File: config.mk
export PLATFORM = sky130hd
export DESIGN_NAME = v35_intc_flat
export DESIGN_NICKNAME = d
export VERILOG_FILES = /design/src/rtl/v35_intc_pkg.sv /design/src/rtl/v35_intc_if.sv /design/src/rtl/v35_intc_arb.sv /design/src/rtl/v35_intc.sv /design/src/flat_wrapper.sv
export SDC_FILE = /design/constraint.sdc
export NUM_CORES = 1
export LEC_CHECK = 0
export ABC_AREA = 1
export CORE_MARGIN = 2
export CORE_UTILIZATION = 52
export CTS_CLUSTER_DIAMETER = 80
export DETAILED_ROUTE_END_ITERATION = 10
export PLACE_DENSITY = 0.77
export SLEW_MARGIN = 25
export SYNTH_ARGS = -nofsm -noshare
export SYNTH_HDL_FRONTEND = slang
export SYNTH_SLANG_ARGS = --single-unit
File: constraint.sdc
create_clock -name clk -period 6.08 [get_ports clk]
set_clock_uncertainty 0.1 [all_clocks]
set_input_delay 1.52 -clock clk [delete_from_list [all_inputs] [get_ports clk]]
set_output_delay 1.52 -clock clk [all_outputs]
set_load 0.01 [all_outputs]
File: src/rtl/v35_intc_pkg.sv
// Shared types and constants for the V35 interrupt scheduler.
// Source order and vector numbers follow the V35 INTP0-2 / TMU0-2 assignment.
package v35_intc_pkg;

  localparam int NUM_SRC      = 6;
  localparam int VEC_BASE     = 24;
  localparam int TMU_VEC_BASE = 28;

  localparam logic [7:0] NMI_VEC   = 8'd2;
  localparam logic [7:0] XIC_RESET = 8'h47;

  localparam int XIC_IF     = 7;
  localparam int XIC_MK     = 6;
  localparam int XIC_PR_MSB = 2;
  localparam int XIC_PR_LSB = 0;

  localparam logic [2:0] SEL_ISPR = 3'd6;

  typedef enum logic [2:0] {
    SRC_INTP0, SRC_INTP1, SRC_INTP2, SRC_TMU0, SRC_TMU1, SRC_TMU2
  } src_e;

  typedef enum logic {IDLE, PEND} state_e;

  typedef logic [2:0] pr_t;

  function automatic logic [7:0] src_vec(input logic [2:0] idx);
    if (idx < SRC_TMU0) return 8'(VEC_BASE) + {5'd0, idx};
    else                return 8'(TMU_VEC_BASE) + {5'd0, idx} - 8'd3;
  endfunction

  // ISPR bits 0..pr inclusive: every level at or above priority pr.
  function automatic logic [7:0] level_mask(input pr_t pr);
    return 8'((9'd2 << pr) - 9'd1);
  endfunction

endpackage

File: src/rtl/v35_intc_if.sv
// Core-side bus of the V35 interrupt scheduler: source events, indexed
// register port and the irq request/ack/fini handshake.
interface v35_intc_if;
  import v35_intc_pkg::*;

  logic [NUM_SRC-1:0] src_event;
  logic               reg_wr;
  logic [2:0]         reg_sel;
  logic [7:0]         reg_din;
  logic [7:0]         reg_dout;
  logic               irq_req;
  logic [7:0]         irq_vec;
  logic               irq_ack;
  logic               irq_fini;

  modport master (
    output src_event, reg_wr, reg_sel, reg_din, irq_ack, irq_fini,
    input  reg_dout, irq_req, irq_vec
  );

  modport slave (
    input  src_event, reg_wr, reg_sel, reg_din, irq_ack, irq_fini,
    output reg_dout, irq_req, irq_vec
  );
endinterface

File: src/rtl/v35_intc_arb.sv
// Combinational eligibility and priority select: lowest PR wins, ties go to
// the lowest source index; sources at or below an in-service level are held off.
module v35_intc_arb
  import v35_intc_pkg::*;
(
  input  logic [NUM_SRC-1:0] if_flag,
  input  logic [NUM_SRC-1:0] mk,
  input  pr_t                pr [NUM_SRC],
  input  logic [7:0]         ispr,
  output logic               valid,
  output logic [2:0]         idx,
  output pr_t                win_pr
);

  logic [NUM_SRC-1:0] elig;

  always_comb begin
    // NOTE: every output gets a default before the loops so no path infers a latch.
    valid  = 1'b0;
    idx    = '0;
    win_pr = '0;
    elig   = '0;
    for (int i = 0; i < NUM_SRC; i++) begin
      elig[i] = if_flag[i] && !mk[i] && ((ispr & level_mask(pr[i])) == 8'h00);
    end
    for (int i = 0; i < NUM_SRC; i++) begin
      if (elig[i] && (!valid || (pr[i] < win_pr))) begin
        valid  = 1'b1;
        idx    = 3'(i);
        win_pr = pr[i];
      end
    end
  end

endmodule

File: src/rtl/v35_intc.sv
// V35 interrupt scheduler: xIC/ISPR registers, arbitration and the committed
// request handshake. Optional NMI input enabled by V35_INTC_NMI_EN.
module v35_intc
  import v35_intc_pkg::*;
(
  input  logic clk,
  input  logic reset,
  input  logic ce_cycle,
`ifdef V35_INTC_NMI_EN
  input  logic nmi,
`endif
  v35_intc_if.slave bus
);

  state_e             state_q, state_d;
  logic [NUM_SRC-1:0] if_q, if_d, mk_q, mk_d;
  pr_t                pr_q [NUM_SRC];
  pr_t                pr_d [NUM_SRC];
  logic [7:0]         ispr_q, ispr_d;
  logic [2:0]         lat_idx_q, lat_idx_d;
  pr_t                lat_pr_q, lat_pr_d;
  logic               irq_req_q, irq_req_d;
  logic [7:0]         irq_vec_q, irq_vec_d;
`ifdef V35_INTC_NMI_EN
  logic               nmi_pend_q, nmi_pend_d;
  logic               nmi_prev_q, nmi_prev_d;
  logic               lat_nmi_q, lat_nmi_d;
`endif

  logic               arb_valid;
  logic [2:0]         arb_idx;
  pr_t                arb_pr;
  logic [7:0]         rd_data;

  v35_intc_arb u_arb (
    .if_flag (if_q),
    .mk      (mk_q),
    .pr      (pr_q),
    .ispr    (ispr_q),
    .valid   (arb_valid),
    .idx     (arb_idx),
    .win_pr  (arb_pr)
  );

  always_comb begin
    state_d   = state_q;
    if_d      = if_q;
    mk_d      = mk_q;
    pr_d      = pr_q;
    ispr_d    = ispr_q;
    lat_idx_d = lat_idx_q;
    lat_pr_d  = lat_pr_q;
    irq_req_d = irq_req_q;
    irq_vec_d = irq_vec_q;
`ifdef V35_INTC_NMI_EN
    nmi_pend_d = nmi_pend_q;
    nmi_prev_d = nmi_prev_q;
    lat_nmi_d  = lat_nmi_q;
`endif

    if (bus.reg_wr) begin
      if (bus.reg_sel < 3'(NUM_SRC)) begin
        if_d[bus.reg_sel] = bus.reg_din[XIC_IF];
        mk_d[bus.reg_sel] = bus.reg_din[XIC_MK];
        pr_d[bus.reg_sel] = bus.reg_din[XIC_PR_MSB:XIC_PR_LSB];
      end else if (bus.reg_sel == SEL_ISPR) begin
        ispr_d = bus.reg_din;
      end
    end

    if (ce_cycle) begin
      // fini retires the highest in-service level before any ack adds a new one
      if (bus.irq_fini) ispr_d = ispr_d & (ispr_d - 8'd1);

      case (state_q)
        IDLE: begin
          if (arb_valid) begin
            lat_idx_d = arb_idx;
            lat_pr_d  = arb_pr;
            irq_vec_d = src_vec(arb_idx);
            irq_req_d = 1'b1;
            state_d   = PEND;
          end
`ifdef V35_INTC_NMI_EN
          lat_nmi_d = nmi_pend_q;
          if (nmi_pend_q) begin
            irq_vec_d = NMI_VEC;
            irq_req_d = 1'b1;
            state_d   = PEND;
          end
`endif
        end
        PEND: begin
          if (bus.irq_ack) begin
`ifdef V35_INTC_NMI_EN
            if (lat_nmi_q) nmi_pend_d = 1'b0;
            else
`endif
            begin
              ispr_d[lat_pr_q] = 1'b1;
              if_d[lat_idx_q]  = 1'b0;
            end
            irq_req_d = 1'b0;
            state_d   = IDLE;
          end
        end
      endcase

      // Events applied last so they beat both a register write and an ack clear.
      if_d = if_d | bus.src_event;
`ifdef V35_INTC_NMI_EN
      nmi_prev_d = nmi;
      if (nmi && !nmi_prev_q) nmi_pend_d = 1'b1;
`endif
    end
  end

  always_ff @(posedge clk or posedge reset) begin
    if (reset) begin
      state_q   <= IDLE;
      if_q      <= {NUM_SRC{XIC_RESET[XIC_IF]}};
      mk_q      <= {NUM_SRC{XIC_RESET[XIC_MK]}};
      for (int i = 0; i < NUM_SRC; i++) pr_q[i] <= XIC_RESET[XIC_PR_MSB:XIC_PR_LSB];
      ispr_q    <= 8'h00;
      lat_idx_q <= '0;
      lat_pr_q  <= '0;
      irq_req_q <= 1'b0;
      irq_vec_q <= 8'h00;
`ifdef V35_INTC_NMI_EN
      nmi_pend_q <= 1'b0;
      nmi_prev_q <= 1'b0;
      lat_nmi_q  <= 1'b0;
`endif
    end else begin
      // NOTE: state registers use <= so every flop samples the pre-edge values.
      state_q   <= state_d;
      if_q      <= if_d;
      mk_q      <= mk_d;
      pr_q      <= pr_d;
      ispr_q    <= ispr_d;
      lat_idx_q <= lat_idx_d;
      lat_pr_q  <= lat_pr_d;
      irq_req_q <= irq_req_d;
      irq_vec_q <= irq_vec_d;
`ifdef V35_INTC_NMI_EN
      nmi_pend_q <= nmi_pend_d;
      nmi_prev_q <= nmi_prev_d;
      lat_nmi_q  <= lat_nmi_d;
`endif
    end
  end

  always_comb begin
    rd_data = 8'h00;
    if (bus.reg_sel < 3'(NUM_SRC)) begin
      rd_data[XIC_IF]                 = if_q[bus.reg_sel];
      rd_data[XIC_MK]                 = mk_q[bus.reg_sel];
      rd_data[XIC_PR_MSB:XIC_PR_LSB]  = pr_q[bus.reg_sel];
    end else if (bus.reg_sel == SEL_ISPR) begin
      rd_data = ispr_q;
    end
  end

  assign bus.reg_dout = rd_data;
  assign bus.irq_req  = irq_req_q;
  assign bus.irq_vec  = irq_vec_q;

endmodule

File: src/flat_wrapper.sv
// flat-port wrapper written by rule: the top's interface ports become plain ports
module v35_intc_flat import v35_intc_pkg::*;
  (clk, reset, ce_cycle, bus_src_event, bus_reg_wr, bus_reg_sel, bus_reg_din, bus_irq_ack, bus_irq_fini, bus_reg_dout, bus_irq_req, bus_irq_vec);
  v35_intc_if bus_i ();
  input  logic clk;
  input  logic reset;
  input  logic ce_cycle;
  input wire logic [$bits(bus_i.src_event)-1:0] bus_src_event;
  input wire logic [$bits(bus_i.reg_wr)-1:0] bus_reg_wr;
  input wire logic [$bits(bus_i.reg_sel)-1:0] bus_reg_sel;
  input wire logic [$bits(bus_i.reg_din)-1:0] bus_reg_din;
  input wire logic [$bits(bus_i.irq_ack)-1:0] bus_irq_ack;
  input wire logic [$bits(bus_i.irq_fini)-1:0] bus_irq_fini;
  output wire logic [$bits(bus_i.reg_dout)-1:0] bus_reg_dout;
  output wire logic [$bits(bus_i.irq_req)-1:0] bus_irq_req;
  output wire logic [$bits(bus_i.irq_vec)-1:0] bus_irq_vec;
  assign bus_i.src_event = bus_src_event;
  assign bus_i.reg_wr = bus_reg_wr;
  assign bus_i.reg_sel = bus_reg_sel;
  assign bus_i.reg_din = bus_reg_din;
  assign bus_i.irq_ack = bus_irq_ack;
  assign bus_i.irq_fini = bus_irq_fini;
  assign bus_reg_dout = bus_i.reg_dout;
  assign bus_irq_req = bus_i.irq_req;
  assign bus_irq_vec = bus_i.irq_vec;
  v35_intc u_core (.clk(clk), .reset(reset), .ce_cycle(ce_cycle), .bus(bus_i));
endmodule
==> reports/results.tsv, run 1 <==
stage	metric	value	unit
final_layout	Final Non-Filler Cells	762	
global_route	number of global-route vias before repair	4058	
timing	FMAX	169	MHz
power_and_ir_drop	cell area power density	518	nW/um2
die	Std-Cell Core Area	7290	um2
die	Core Rows	31	
final_layout	# diodes	0	
die	initial core utilization	53.7	%
global_route	global-route wire length before repair	20100	um
yosys	cells after synthesis	570	
global_route	maximum number of pins on one net before global-route repair	53	
die	area enclosed by the die boundary	8240	um2
timing	headroom to the max-slew limit	55.8	%
clock_network	H-Tree Level Count	2	
final_layout	layout overhead on the synthesized area	33.1	%
yosys	library cell with the highest instance count after synthesis	nand2_1	
yosys	leading register cell type out of synthesis	dfrtp_1	
power_and_ir_drop	IR drop worst, VDD	0.323	mV
yosys	per-instance average area after synthesis	6.87	um2
final_layout	Post-Route Utilization	71.5	%
die	die span in y	90.8	um
final_layout	share of final-layout standard cells stronger than drive strength 1	25.5	%
timing	final-report max-slew violation count	0	
timing	final setup vio count	0	
worst_setup_path	CP most frequent cell	nand2_1	
placement	post-placement worst setup slack	-291	ps
worst_setup_path	slowest stage delay, CP	620	ps
power_and_ir_drop	reported leakage power	2.40	nW
detailed_routing	Via Count	4484	
timing	setup repair after global routing missed its margin	true	
timing	worst hold slack across all endpoints	393	ps
detailed_routing	drt initial violations	538	
clock_network	Clock Root Buffer	clkbuf_8	
detailed_routing	via density per instance	5.88	
detailed_routing	count of nets left with antenna violations after detail routing	0	
global_route	initial antenna violation count	0	
worst_setup_path	category of the worst setup path capture point	flip-flop	
yosys	Seq cells post-synth	52	
yosys	Commonest cells post-synth	158 x nand2_1, 71 x inv_1, 69 x o21ai_0, 45 x nor2_1, 30 x nand3_1	
timing	transition time of the tightest slew-check pin	662	ps
detailed_routing	routed length per placed instance	17.3	um
clock_network	Inserted Clock Buffers	5	
run	reported max-cap violation count	0	
hold_path	class of the worst hold path	flip-flop to flip-flop	
worst_setup_path	highest net fanout along the worst path	6	
power_and_ir_drop	Final Power	0.00270	W
yosys	top cells by area, synth	dfrtp_1 18%, dfstp_2 16%, nand2_1 15%	
timing	time the final worst path needs with I/O delays and setup	5920	ps
worst_setup_path	slowest cell on the critical path	dfstp_2	
yosys	share of the synthesized area in the top cell type	17.9	%
placement	placed cells	736	
detailed_routing	count of unresolved DRC violations after routing	0	
clock_network	clk slew on worst S/H paths	110	ps
clock_network	insertion delay to the later sink of the worst-skew pair	310	ps
worst_setup_path	data required time of the critical path	6240	ps
worst_setup_path	WP data arrival	6080	ps
timing	slack of the critical path	156	ps
detailed_routing	Detailed Routing Iterations Pass 1	6	
yosys	Syn Std Cell Area	3920	um2
yosys	number of warnings reported in the yosys synthesis log	0	
clock_network	Max Buffers Root-to-Sink	2	
worst_setup_path	kind of critical path	flip-flop to flip-flop	
final_layout	Filler Cell Count	601	
placement	final weighted congestion in routability-driven placement	0.997	
clock_network	total number of clock tree sinks	52	
die	ports placed on the boundary	40	
placement	buffers added on ports	37	
outcome	status	finished clean	
timing	number of hold violations in the final report	0	
placement	Post-DP HPWL	9210	um
yosys	Synth area leader	dfrtp_1	
global_route	All-Layer GR Usage	30.1	%
clock_network	CTS tree	yes	
global_route	aggregate global routing overflow	0	
final_layout	number of nets in the finished design	702	
die	die span in x	90.8	um
yosys	number of flops mapped to enable cells by yosys	0	
worst_setup_path	startpoint type of the worst setup path	flip-flop	
timing	share of the clock period used by the worst path	97.4	%
yosys	fraction of the yosys area taken by sequential cells	34.0	%
yosys	Synth async-reset ratio	100	%
yosys	Synth cell types	38	
detailed_routing	Routed Wire Length	13200	um
sequential cells by signal (all words and copies together) (netlist names):
signal	count
u_core.state_q	1
u_core.lat_pr_q	3
u_core.ispr_q	8
u_core.bus.irq_vec	6
u_core.pr_q	18
u_core.lat_idx_q	3
u_core.mk_q	6
u_core.bus.irq_req	1
u_core.if_q	6
repair_timing:
item	in CTS	in global routing
pin swaps	0	30
buffers inserted	0	18
endpoints found under the setup margin	6	10
hold endpoints to repair	0	0
resized for setup	8	66
hold buffers	0	0
layer usage:
metal	track usage, %	part of all wire [%]	wire length, um
met5	0	0	0
met4	8.59	2.6	342
met3	4.42	7.4	972
met2	50.1	48	6290
met1	41.0	42	5550
final timing paths:
check | from | end | slack, ps | depth (start not counted)
worst min register to register | u_core.bus.irq_vec[3] | u_core.bus.irq_vec[3] | 390 | 1
worst max-delay path | u_core.pr_q[17] | u_core.bus.irq_vec[2] | 160 | 53
worst max register to register | u_core.pr_q[17] | u_core.bus.irq_vec[2] | 160 | 53
max in group asynchronous | reset | u_core.bus.irq_vec[4] | 3900 | 2
min in group asynchronous | reset | u_core.lat_pr_q[1] | 1540 | 2
worst min-delay path | u_core.bus.irq_vec[3] | u_core.bus.irq_vec[3] | 390 | 1
layout make-up:
cell class	count	area, um2	share of cell area [%]
Clock buffer	6	82.6	1.58
Clock inverter	2	17.5	0.336
Inverter	75	284	5.45
Multi-Input combinational cell	432	2550	48.9
Sequential cell	52	1330	25.5
Tap cell	99	124	2.38
Timing Repair Buffer	96	825	15.8
layout by cell type (no fill, tap or decap), types with 2 or more instances in the layout:
cell	count
dfstp_2	24
a21oi_2	4
inv_1	67
o2111ai_1	6
dfrtp_1	28
nand3_1	27
nor2_2	3
inv_2	7
ha_1	8
nand2_2	18
nor4_1	5
a221oi_1	5
inv_6	2
a21oi_1	24
buf_6	3
or2_2	3
nand2_1	143
clkdlybuf4s50_1	37
o21ai_4	6
o211ai_1	4
o21ai_2	6
clkbuf_8	6
o21ai_1	5
o21ai_0	61
conb_1	2
a31oi_1	3
ha_4	9
o311ai_0	2
nand2_4	10
nand4_1	6
nand3_2	7
nor2_1	43
nor3_1	4
buf_4	56
nor2_4	2
o22ai_1	6
o221ai_1	4
critical path: cells and delay by family (launching register included):
kind	cells	cell delay (ps)
flip-flops	1	620
AND/OR/NAND/NOR	35	2600
AO/OA/AOI/OAI	5	490
adder cells (fa/ha/maj)	7	1690
buffers and inverters	6	340
stage by stage:
step                      setup TNS (ps)  instance area [um2]
after floorplan                        0                 3920
after global placement                 0                 4660
after detailed placement            -818                 4660
after CTS                              0                 4760
after global routing                -967                 5220
final                                  0                 5220
power by group:
part / switching (W) / internal (W)
clock: 0.000131 / 0.0000958
combinational: 0.00106 / 0.000846
sequential: 0.000106 / 0.000461
total: 0.00130 / 0.00140
cells by family (layout without fill, tap and decap cells):
kind of cell,Yosys count,after routing,share of synthesized area [%]
AND/OR/NAND/NOR,274,274,30.9
AO/OA/AOI/OAI,139,139,20.8
buffers and inverters,87,179,8.81
flip-flops,52,52,34.0
adder cells (fa/ha/maj),17,17,5.43
other,1,2,0.0957
(Power assumes the default switching activity.)
==> inputs of run 2 (changes only) <==
--- a/config.mk
+++ b/config.mk
@@ -10,6 +10,7 @@
 export CORE_UTILIZATION = 52
 export CTS_CLUSTER_DIAMETER = 80
 export DETAILED_ROUTE_END_ITERATION = 10
+export GPL_TIMING_DRIVEN = 0
 export PLACE_DENSITY = 0.77
 export SLEW_MARGIN = 25
 export SYNTH_ARGS = -nofsm -noshare
==> reports/results.tsv, run 2 (synthesized netlist as in run 1, its figures left out) <==
stage	metric	value	unit	change
outcome	status	finished with violations		was finished clean
outcome	failing checks	negative setup slack		
detailed_routing	via density per instance	5.72		was 5.88
clock_network	H-Tree Level Count	2		unchanged
timing	number of hold violations in the final report	0		unchanged
worst_setup_path	capturing element of the worst setup path	u_core.bus.irq_vec[2]		unchanged
detailed_routing	Via Count	4218		was 4,484
final_layout	most frequent standard cell in the layout excluding fill and tap cells	nand2_1		unchanged
timing	transition time of the tightest slew-check pin	638	ps	was 662 ps
power_and_ir_drop	IR drop worst, VDD	0.272	mV	was 0.323 mV
worst_setup_path	startpoint of the lowest-slack register-to-register path	u_core.pr_q[17]		unchanged
timing	share of the clock period used by the worst path	101	%	was 97.4%
global_route	maximum number of pins on one net before global-route repair	53		unchanged
final_layout	layout overhead on the synthesized area	31.2	%	was 33.1%
worst_setup_path	kind of critical path	flip-flop to flip-flop		unchanged
final_layout	# diodes	0		unchanged
power_and_ir_drop	reported leakage power	2.30	nW	was 2.40 nW
die	area enclosed by the die boundary	8240	um2	unchanged
worst_setup_path	category of the worst setup path capture point	flip-flop		unchanged
die	initial core utilization	53.7	%	unchanged
die	Core Rows	31		unchanged
worst_setup_path	number of cells on the worst reg-to-reg path	53		unchanged
worst_setup_path	count of buffer and inverter cells on the critical path	8		was 6
worst_setup_path	WP data arrival	6290	ps	was 6080 ps
global_route	initial antenna violation count	0		unchanged
clock_network	Max Buffers Root-to-Sink	2		unchanged
timing	time the final worst path needs with I/O delays and setup	6140	ps	was 5920 ps
final_layout	number of nets in the finished design	678		was 702
clock_network	insertion delay to the later sink of the worst-skew pair	310	ps	about the same
timing	final setup vio count	4		was 0
final_layout	register containing the most flip-flops in the final layout	u_core.pr_q		unchanged
die	ports placed on the boundary	40		unchanged
power_and_ir_drop	cell area power density	503	nW/um2	was 518 nW/um2
worst_setup_path	CP top delay family	simple AND/OR/NAND/NOR gates		unchanged
hold_path	class of the worst hold path	flip-flop to flip-flop		unchanged
global_route	number of global-route vias before repair	3821		was 4,058
placement	buffers added on ports	36		was 37
worst_setup_path	Stages on worst setup path	53		unchanged
clock_network	CTS tree	yes		unchanged
placement	Post-DP HPWL	8510	um	was 9210 um
timing	final-report max-slew violation count	0		unchanged
detailed_routing	Detailed Routing Iterations Pass 1	5		was 6
clock_network	clk slew on worst S/H paths	100	ps	was 110 ps
detailed_routing	routed length per placed instance	16.3	um	was 17.3 um
final_layout	most frequent cells in the layout	135 x nand2_1, 64 x inv_1, 60 x o21ai_0		was 143 x nand2_1, 67 x inv_1, 61 x o21ai_0
timing	sum of negative setup slack	-121	ps	was 0 ps
final_layout	largest registers	u_core.pr_q x18, u_core.ispr_q x8		unchanged
die	die span in y	90.8	um	unchanged
clock_network	Clock Root Buffer	clkbuf_8		unchanged
global_route	global-route wire length before repair	18500	um	was 20,100 um
timing	slack of the critical path	-55.7	ps	was 156 ps
clock_network	total number of clock tree sinks	52		unchanged
timing	headroom to the max-slew limit	57.5	%	was 55.8%
final_layout	Post-Route Utilization	70.5	%	was 71.5%
global_route	All-Layer GR Usage	28.1	%	was 30.1%
worst_setup_path	data required time of the critical path	6230	ps	was 6240 ps
die	Std-Cell Core Area	7290	um2	unchanged
detailed_routing	Routed Wire Length	12000	um	was 13,200 um
die	die span in x	90.8	um	unchanged
clock_network	Inserted Clock Buffers	5		unchanged
global_route	aggregate global routing overflow	0		unchanged
final_layout	Filler Cell Count	621		was 601
worst_setup_path	slowest stage delay, CP	610	ps	was 620 ps
final_layout	share of final-layout standard cells stronger than drive strength 1	24.6	%	was 25.5%
timing	setup repair after global routing missed its margin	true		unchanged
worst_setup_path	reg-to-reg critical path endpoint	u_core.bus.irq_vec[2]		unchanged
final_layout	max reg flops	18		unchanged
detailed_routing	drt initial violations	364		was 538
worst_setup_path	startpoint type of the worst setup path	flip-flop		unchanged
run	reported max-cap violation count	0		unchanged
worst_setup_path	CP most frequent cell	nand2_2		was nand2_1
worst_setup_path	highest net fanout along the worst path	6		unchanged
worst_setup_path	slowest cell on the critical path	dfstp_2		unchanged
worst_setup_path	launch point of the critical path	u_core.pr_q[17]		unchanged
detailed_routing	count of unresolved DRC violations after routing	0		unchanged
timing	FMAX	163	MHz	was 169 MHz
detailed_routing	count of nets left with antenna violations after detail routing	0		unchanged
worst_setup_path	worst reg2reg setup slack	-60	ps	was 160 ps
placement	final weighted congestion in routability-driven placement	0.975		was 0.997
-- run 2: cell count changes in the layout (fill, tap and decap cells not counted), sizes merged --
cell	before	now
buf	59	30
clkbuf	6	11
bufinv	0	1
clkdlybuf4s50	37	36
clkinvlp	0	1
inv	77	76
-- run 2: layout make-up --
| cell class | count | area (um2) | area share [%] |
|---|---|---|---|
| multi-input cells | 432 | 2670 | 51.9 |
| clock buffers | 5 | 68.8 | 1.34 |
| inverters | 75 | 284 | 5.53 |
| plain buffers | 10 | 53.8 | 1.05 |
| flip-flops and latches | 52 | 1340 | 26.0 |
| well taps | 99 | 124 | 2.41 |
| clock inverters | 3 | 46.3 | 0.901 |
| repair buffers | 62 | 559 | 10.9 |
-- run 2: power by group --
group	total [W]	switching (W)	internal (W)
combinational	0.00174	0.00102	0.000722
sequential	0.000595	0.000132	0.000463
clock	0.000248	0.000123	0.000124
-- run 2: worst min path at each step --
stage | slack, ps | endpoint | depth (start not counted) | from
after floorplan | 370 | u_core.lat_idx_q[1] | 2 | u_core.lat_idx_q[1]
after CTS | 380 | u_core.bus.irq_vec[3] | 1 | u_core.bus.irq_vec[3]
after detailed placement | 360 | u_core.bus.irq_vec[3] | 1 | u_core.bus.irq_vec[3]
final | 380 | u_core.bus.irq_vec[3] | 1 | u_core.bus.irq_vec[3]
after global placement | 350 | u_core.bus.irq_vec[3] | 1 | u_core.bus.irq_vec[3]
after global routing | 410 | u_core.bus.irq_vec[3] | 1 | u_core.bus.irq_vec[3]
-- run 2: metal layers --
layer	GRT usage, %	wire [um]	up-vias
met5	0	0	-
met1	38.3	5130	1966
met3	3.01	774	26
met2	46.0	5800	180
li1	-	-	2046
met4	11.0	335	0
-- run 2: per-stage QoR --
step | hold slack [ps] | total power (W) | instances | worst slack (ps) | instance area, um2
floorplan | 372 | 0.00143 | 571 | 71.1 | 3920
global placement | 353 | 0.00171 | 706 | -764 | 4410
detailed placement | 356 | 0.00175 | 706 | -853 | 4410
CTS | 380 | 0.00212 | 724 | 2.66 | 4690
global route | 409 | 0.00278 | 738 | -416 | 5140
finish | 375 | 0.00258 | 738 | -55.7 | 5140
-- run 2: repair_timing --
item | in CTS | in global routing
pin swaps | 4 | 41
setup buffers | 12 | 14
hold buffers | 0 | 0
gates resized for setup | 34 | 65
setup endpoints to repair | 10 | 10
gates cloned | 0 | 0
==> inputs of run 3 (changes only) <==
--- a/config.mk
+++ b/config.mk
@@ -6,6 +6,7 @@
 export NUM_CORES = 1
 export LEC_CHECK = 0
 export ABC_AREA = 1
+export ABC_CLOCK_PERIOD_IN_PS = 6080
 export CORE_MARGIN = 2
 export CORE_UTILIZATION = 52
 export CTS_CLUSTER_DIAMETER = 80
==> results of run 3 <==
Same layout as run 2: the final DEF is identical, and so are final timing and power.
